File: src/rtl/serdes_n.sv
// -----------------------------------------------------------------------------
// serdes_n -- parametrised full-duplex shift engine.
//
// Serialises a WIDTH-bit word onto o_sout while deserialising i_sin into a
// WIDTH-bit word. Each i_bit_en strobe moves one bit in each direction. Bit
// pacing comes from an external tick generator. Framing is left to the
// protocol FSM that drives the valid/ready handshake.
//
// Parameters:
//   WIDTH      word length in bits (2..32)
//   MSB_FIRST  1: bit WIDTH-1 travels first, 0: bit 0 travels first
//   IDLE_LVL   level held on o_sout outside a frame
//
// Ports:
//   clk          system clock, rising edge
//   rst          asynchronous active-high reset
//   i_bit_en     single-cycle shift strobe (used only while shifting)
//   i_abort      synchronous abort of the frame in progress
//   i_tx_data    word to transmit, sampled at acceptance
//   i_tx_valid   i_tx_data is valid
//   o_tx_ready   block is idle and will accept a word
//   i_sin        serial input, already synchronised to clk
//   o_sout       serial output, driven from a flop
//   o_rx_data    last completely received word
//   o_rx_valid   one-cycle pulse: o_rx_data just updated
//   o_busy       frame in progress
// -----------------------------------------------------------------------------
module serdes_n #(
  parameter int unsigned WIDTH     = 8,
  parameter bit          MSB_FIRST = 1'b1,
  parameter logic        IDLE_LVL  = 1'b0
) (
  input  logic             clk,
  input  logic             rst,
  input  logic             i_bit_en,
  input  logic             i_abort,
  input  logic [WIDTH-1:0] i_tx_data,
  input  logic             i_tx_valid,
  output logic             o_tx_ready,
  input  logic             i_sin,
  output logic             o_sout,
  output logic [WIDTH-1:0] o_rx_data,
  output logic             o_rx_valid,
  output logic             o_busy
);

  localparam int unsigned   CW       = $clog2(WIDTH + 1);
  localparam logic [CW-1:0] LAST_IDX = CW'(WIDTH - 1);

  typedef enum logic {
    ST_IDLE  = 1'b0,
    ST_SHIFT = 1'b1
  } state_e;

  state_e           r_state;
  state_e           w_state_nxt;
  logic [CW-1:0]    r_cnt;
  logic [WIDTH-1:0] r_tx_sr;     // bits still to be sent, next one at the head
  logic [WIDTH-1:0] r_rx_sr;
  logic [WIDTH-1:0] r_rx_data;
  logic             r_rx_valid;
  logic             r_sout;

  logic             w_last;
  logic             w_tx_first;
  logic [WIDTH-1:0] w_tx_load;
  logic             w_tx_head;
  logic [WIDTH-1:0] w_tx_shift;
  logic [WIDTH-1:0] w_rx_shift;

  // The first bit goes straight to r_sout at acceptance, so the shift
  // register is loaded with the word already advanced by one position.
  // Its head then always holds the bit that the next strobe presents.
  assign w_tx_first = MSB_FIRST ? i_tx_data[WIDTH-1] : i_tx_data[0];
  assign w_tx_load  = MSB_FIRST ? {i_tx_data[WIDTH-2:0], 1'b0}
                                : {1'b0, i_tx_data[WIDTH-1:1]};
  assign w_tx_head  = MSB_FIRST ? r_tx_sr[WIDTH-1] : r_tx_sr[0];
  assign w_tx_shift = MSB_FIRST ? {r_tx_sr[WIDTH-2:0], 1'b0}
                                : {1'b0, r_tx_sr[WIDTH-1:1]};

  // The first bit received must end up in the same position it was sent
  // from. MSB-first therefore shifts in at bit 0, and LSB-first at the top.
  assign w_rx_shift = MSB_FIRST ? {r_rx_sr[WIDTH-2:0], i_sin}
                                : {i_sin, r_rx_sr[WIDTH-1:1]};

  // The counter is cleared at acceptance. This strobe therefore carries the
  // WIDTH-th bit.
  assign w_last = (r_cnt == LAST_IDX);

  // NOTE: sequential state is updated with non-blocking assignments only.
  // All flops then sample their inputs as they stood before the edge. This
  // ordering lets rx sampling and tx advance share the same edge.
  always_ff @(posedge clk or posedge rst) begin
    if (rst) r_state <= ST_IDLE;
    else     r_state <= w_state_nxt;
  end

  // NOTE: every signal driven here gets a default before the case. This
  // keeps the block purely combinational, and no path leaves a latch behind.
  always_comb begin
    w_state_nxt = r_state;
    case (r_state)
      ST_IDLE:  if (i_tx_valid)                       w_state_nxt = ST_SHIFT;
      ST_SHIFT: if (i_abort || (i_bit_en && w_last))  w_state_nxt = ST_IDLE;
      default:                                        w_state_nxt = ST_IDLE;
    endcase
  end

  // NOTE: the shift registers are cleared by reset as well. A frame cut
  // short by reset then leaves no stale bits visible on any output.
  always_ff @(posedge clk or posedge rst) begin
    if (rst) begin
      r_cnt      <= '0;
      r_tx_sr    <= '0;
      r_rx_sr    <= '0;
      r_rx_data  <= '0;
      r_rx_valid <= 1'b0;
      r_sout     <= IDLE_LVL;
    end else begin
      r_rx_valid <= 1'b0;
      case (r_state)
        ST_IDLE: begin
          if (i_tx_valid) begin
            r_tx_sr <= w_tx_load;
            r_sout  <= w_tx_first;
            r_cnt   <= '0;
            r_rx_sr <= '0;
          end
        end
        ST_SHIFT: begin
          // abort outranks bit_en. The partial rx word is never published.
          if (i_abort) begin
            r_sout <= IDLE_LVL;
          end else if (i_bit_en) begin
            r_rx_sr <= w_rx_shift;
            r_tx_sr <= w_tx_shift;
            r_cnt   <= r_cnt + CW'(1);
            if (w_last) begin
              r_rx_data  <= w_rx_shift;
              r_rx_valid <= 1'b1;
              r_sout     <= IDLE_LVL;
            end else begin
              r_sout <= w_tx_head;
            end
          end
        end
        default: ;
      endcase
    end
  end

  assign o_tx_ready = (r_state == ST_IDLE);
  assign o_busy     = (r_state == ST_SHIFT);
  assign o_sout     = r_sout;
  assign o_rx_data  = r_rx_data;
  assign o_rx_valid = r_rx_valid;

endmodule

File: config.mk
export PLATFORM = sky130hd
export DESIGN_NAME = serdes_n
export DESIGN_NICKNAME = d
export VERILOG_FILES = /design/src/rtl/serdes_n.sv
export SDC_FILE = /design/constraint.sdc
export NUM_CORES = 1
export LEC_CHECK = 0
export CORE_AREA = 3 3 73 48
export DETAILED_ROUTE_END_ITERATION = 10
export DIE_AREA = 0 0 76 51
export PLACE_DENSITY = 0.69
export SYNTH_ARGS = -nofsm -noshare
export SYNTH_HDL_FRONTEND = slang
export SYNTH_SLANG_ARGS = --single-unit
File: constraint.sdc
create_clock -name clk -period 3.6 [get_ports clk]
set_input_delay 0.72 -clock clk [delete_from_list [all_inputs] [get_ports clk]]
set_output_delay 0.72 -clock clk [all_outputs]
set_load 0.02 [all_outputs]
==> results.ini, run 1 <==
[synth]
avgSynthCellArea_sq_um = 11.47
synth_seq_cells = 29
yosys.area.top_type = dfrtp_1
synth_cell_types = 22
postSynthCellCount = 110
synth_top_area_share_pct = 57.54
synth_seq_area_share_pct = 57.54
yosys_warnings = 0
netlist_area_sq_um = 1261
synth.area.top_cells = dfrtp_1 58%, mux2i_1 7.1%, mux2_2 7.1%
synth_nets = 125

[sta]
period_needed_ps = 2456
setup_violations = 0
tns_ps = 0
worstMarginPinSlew_ps = 1057
fin_skew_ps = 5.698
slew-limit-headroom_pct = 29.49
timing.final.crit_share_pct = 68.23
whs_ps = 471.5
final-max-slew-violation-count = 0
finalHoldViolCount = 0
rsz0062_at_grt = no
fmaxAchievable_mhz = 407.1

[worst_setup_path]
path_buf_inv = 2
reg2reg_from = o_busy
end_kind = output pin
reg2reg_setup_slack_ps = 1670
start_kind = register
worst-path-max-fanout = 13
cp.arrival_ps = 1740
worstPathRequired_ps = 2880
max_stage_delay_ps = 670
slowest_stage = dfrtp_1
critPathKind = register to output pin
rr_worst_depth = 3
r2r-end = o_rx_data[1]
crit_family = buffers and inverters
path_cells = inv_1, clkdlybuf4s50_1

[power_and_ir_drop]
vdd_drop_max_mv = 0.2442
leakagePower_uw = 0.0008006
powerDensity_nw_per_um2 = 471.4

[cts]
cts_tree = yes
insertion_delay_ps = 280
post_cts_buffers = 0
cts_made_buffers = 5
clk_pin_slew_ps = 60
ctsResizeCount = 0
cts_buffer_depth = 2
cts.sinks = 29
htree_levels = 2
cts.hold.buffers_added = 0
cts-root-buf = clkbuf_8

[drt]
wl_mm = 2.416
vias = 878
drcViolationCount = 0
met1Wirelength_mm = 1.214
via_per_inst = 4.905
met2_length_mm = 1.041
wl_met3_microns = 103
drt_iter0_drc = 34
ant_nets = 0
top_layer = met4
dr.pass1.iters = 4
wl_per_cell_microns = 13.50

[global_route]
track_usage_pct = 14.04
first_global_vias = 878
grt_pass1_wl_mm = 4.098
grt_antenna_before_repair = 0
grt_max_degree = 30
overflow = 0

[placement]
gp_congestion = 0.7746
dpl-instance-area_sq_um = 1530
place.detailed.hpwl_mm = 1.688
numPortBuffers = 25

[die]
die-area_sq_um = 3876
fp.coreArea_sq_um = 2834
die_w_microns = 76
rows = 15
pin_count = 26
dieHeight_microns = 51
start_util_pct = 44.50

[min_path]
holdPathStages = 1
holdPathEnd = r_cnt[3]
holdCritPathClass = register to register
hold_start = r_cnt[3]

[layout]
layout-drive-gt1-share_pct = 13.14
fin_nets = 152
antenna_cells = 0
post-route-util_pct = 57.04
n_fill_cell = 251
syn2layout_area_growth_pct = 28.17
design_area_sq_um = 1617

[status]
status = finished, final reports clean

[flow_run]
cap_violations = 0

-- layout make-up --
class | instances | area (sq um) | share of cell area, %
Inverter | 4 | 15.01 | 0.9288
Tap cell | 42 | 52.55 | 3.251
Clock buffer | 7 | 86.33 | 5.341
Multi-Input combinational cell | 72 | 486.7 | 30.11
Timing Repair Buffer | 25 | 250.2 | 15.48
Sequential cell | 29 | 725.7 | 44.89
-- worst register-to-register path, delay by kind of cell, from the launching register on --
family	cells	cell delay [ps]
multiplexers	1	360
flip-flops	1	670
AND/OR/NAND/NOR	2	780
-- state kept, by name, summed over array words and instances (netlist names) --
name / flops
r_rx_sr: 7
r_cnt: 4
o_sout: 1
o_rx_valid: 1
r_tx_sr: 7
o_rx_data: 8
o_busy: 1
-- cells in the mapped netlist --
library cell and count:
a21oi_2 1, a32o_1 1, and3b_4 1, buf_2 3
buf_4 1, buf_6 1, dfrtp_1 29, ha_1 1
inv_1 4, mux2_2 8, mux2i_1 9, nand2_1 19
nand2b_1 1, nand3_1 16, nand3b_1 1, nand3b_2 1
nand4_1 2, nor2_1 1, nor2_8 1, o211ai_1 1
o21ai_0 7, o31ai_1 1
-- cell usage in the layout, fill, tap and decap left out --
master / count
clkbuf_1: 1
nor2_8: 1
ha_1: 1
nand4_1: 2
clkdlybuf4s50_1: 25
dfrtp_1: 29
nand3b_2: 1
nand3_1: 16
inv_1: 4
o31ai_1: 1
mux2_2: 8
nand3b_1: 1
clkbuf_8: 6
a32o_1: 1
nand2b_1: 1
nand2_1: 19
a21oi_2: 1
nor2_1: 1
mux2i_1: 9
o211ai_1: 1
o21ai_0: 7
and3b_4: 1
-- worst max-delay path by stage --
stage | start | end | depth (start not counted)
CTS | o_busy | o_tx_ready | 2
global route | o_busy | o_tx_ready | 2
floorplan | i_abort | o_rx_data[0] | 3
detailed placement | i_abort | o_rx_data[1] | 4
finish | o_busy | o_tx_ready | 2
global placement | i_abort | o_rx_data[1] | 4
-- per-layer routing --
layer,up-vias,global-route usage (%)
met4,0,9.940
met2,22,20.59
li1,436,-
met1,414,17.60
met3,6,4.754
met5,-,0
-- cells by family (layout without fill, tap and decap cells) --
| group | count (synthesis) | after routing | share of synthesized area [%] |
|---|---|---|---|
| compound gates | 11 | 11 | 5.457 |
| fa+ha+maj | 1 | 1 | 0.9919 |
| buf+inv | 9 | 36 | 3.869 |
| flops | 29 | 29 | 57.54 |
| mux | 17 | 17 | 14.29 |
| simple gates | 43 | 43 | 17.86 |
-- where the power goes --
group | internal (uW) | leakage (uW) | switching (uW)
Clock | 151 | 0.0000443 | 115
Combinational | 52.2 | 0.000366 | 55.4
Sequential | 361 | 0.000390 | 28.2
Total | 564 | 0.000801 | 198
-- per-stage QoR --
stage	power, uW	worst slack (ps)	cells
floorplan	461.3	1899	110
global placement	497.3	1170	172
detailed placement	502.8	1102	172
CTS	769.5	1147	179
global route	802.4	1086	179
finish	762.1	1144	179
Power figures use the tool's default switching activity.
==> run 2: changes to the inputs <==
--- a/config.mk
+++ b/config.mk
@@ -8,7 +8,7 @@
 export CORE_AREA = 3 3 73 48
 export DETAILED_ROUTE_END_ITERATION = 10
 export DIE_AREA = 0 0 76 51
-export PLACE_DENSITY = 0.69
+export PLACE_DENSITY = 0.71
 export SYNTH_ARGS = -nofsm -noshare
 export SYNTH_HDL_FRONTEND = slang
 export SYNTH_SLANG_ARGS = --single-unit
==> constraint.sdc (replaced) <==
create_clock -name clk -period 1.95 [get_ports clk]
set_input_delay 0.39 -clock clk [delete_from_list [all_inputs] [get_ports clk]]
set_output_delay 0.39 -clock clk [all_outputs]
set_load 0.02 [all_outputs]
==> run 2 against run 1 <==
Power increased by 93%. Die area did not move. Final cell count rose by 4.5%. Largest cell class unchanged. Worst hold slack gained 14 ps. Largest power group unchanged. Combinational power increased by 110%.
==> results.ini, run 2 (same netlist as run 1, synthesis figures left out) <==
[layout]
multi_input_area_sq_um = 486.7
n_fill_cell = 234
antenna_cells = 0
layout-drive-gt1-share_pct = 18.62
final-seq-area_sq_um = 725.7
post-route-util_pct = 59.38
syn2layout_area_growth_pct = 33.43
final_common_cell = dfrtp_1
final_cells = 187
largest_reg_flops = 8
design_area_sq_um = 1683
fin_nets = 159
layout_common_cells = 29 x dfrtp_1, 24 x clkdlybuf4s50_1, 19 x nand2_1

[worst_setup_path]
rr_worst_depth = 4
reg2reg_from = r_cnt[0]
critPathKind = register to output pin
worst-path-stages = 1
r2r-end = o_rx_data[2]
endpoint = o_busy
end_kind = output pin
start_kind = register
worstPathRequired_ps = 1560
worst-path-max-fanout = 7
critPathLaunch = o_busy
crit_family = buffers and inverters
reg2reg_setup_slack_ps = 370
max_stage_delay_ps = 670
slowest_stage = clkdlybuf4s50_1
path_cells = clkdlybuf4s50_1
cp.arrival_ps = 1440
path_buf_inv = 1

[global_route]
grt_max_degree = 30
grt_antenna_before_repair = 0
first_global_vias = 906
track_usage_pct = 14.90
grt_pass1_wl_mm = 4.326
overflow = 0

[placement]
numPortBuffers = 25
place.detailed.hpwl_mm = 1.841
gp_congestion = 0.8191
numPlacedInstances = 179
dpl-instance-area_sq_um = 1583

[drt]
vias = 917
via_per_inst = 4.904
wl_mm = 2.553
drcViolationCount = 0
ant_nets = 0
wl_per_cell_microns = 13.65
dr.pass1.iters = 4
drt_iter0_drc = 79

[cts]
cts_tree = yes
cts.sinks = 29
cts.hold.buffers_added = 0
cts_made_buffers = 5
cts_buffer_depth = 2
insertion_delay_ps = 280
cts-root-buf = clkbuf_8
htree_levels = 2
clk_pin_slew_ps = 70

[die]
rows = 15
dieHeight_microns = 51
die-area_sq_um = 3876
pin_count = 26
start_util_pct = 44.50
die_w_microns = 76
fp.coreArea_sq_um = 2834

[sta]
worstMarginPinSlew_ps = 358.3
fmaxAchievable_mhz = 545.0
rsz0062_at_grt = no
setup_violations = 0
slew-limit-headroom_pct = 76.12
fin_skew_ps = 9.252
timing.final.crit_share_pct = 94.10
tns_ps = 0
final-max-slew-violation-count = 0
finalHoldViolCount = 0
period_needed_ps = 1835

[flow_run]
cap_violations = 0

[power_and_ir_drop]
powerDensity_nw_per_um2 = 875.4
vdd_drop_max_mv = 0.4900
leakagePower_uw = 0.0008438

[min_path]
holdCritPathClass = primary input to async pin

[status]
status = finished, final reports clean

[run 2: power breakdown]
| part | total [uW] | switching, uW | leakage (uW) | internal, uW |
|---|---|---|---|---|
| Clock | 539 | 221 | 0.0000542 | 318 |
| Sequential | 712 | 46.0 | 0.000390 | 666 |
| Combinational | 223 | 113 | 0.000400 | 110 |
[run 2: worst min path at each step]
stage	start	end	slack (ps)	cells after the start
after CTS	r_rx_sr[5]	r_rx_sr[6]	490	2
after global routing	r_rx_sr[5]	r_rx_sr[6]	510	2
after global placement	r_cnt[3]	r_cnt[3]	450	1
after detailed placement	r_cnt[3]	r_cnt[3]	480	1
after floorplan	r_cnt[3]	r_cnt[3]	440	1
final	rst	o_sout	490	3
[run 2: final cells by class]
cell class | count | share of cell area [%]
Tap cell | 42 | 3.123
Multi-Input combinational cell | 72 | 28.92
Clock inverter | 1 | 0.2974
Clock buffer | 7 | 5.725
Sequential cell | 29 | 43.12
Inverter | 4 | 0.8922
Timing Repair Buffer | 32 | 17.92
[run 2: repair_timing]
item / CTS / global route
gates resized for setup: 1 / 0
buffers inserted: 0 / 0
setup endpoints to repair: 1 / 0
[run 2: stage by stage]
| stage | total power (uW) | hold WS (ps) | worst slack (ps) |
|---|---|---|---|
| final | 1473 | 485.7 | 115.0 |
| after global routing | 1553 | 512.7 | 77.48 |
| after CTS | 1493 | 492.5 | 106.9 |
| after detailed placement | 949.4 | 475.8 | 93.03 |
| after global placement | 938.8 | 452.7 | 122.9 |
| after floorplan | 851.6 | 436.1 | 561.4 |
[run 2: metal layers]
layer / vias to the layer above / global-route usage (%) / routed length [microns]
met2: 15 / 22.50 / 1170
met1: 447 / 18.70 / 1260
met5: - / 0 / 0
li1: 450 / - / -
met3: 5 / 5.106 / 82
met4: 0 / 9.036 / 40
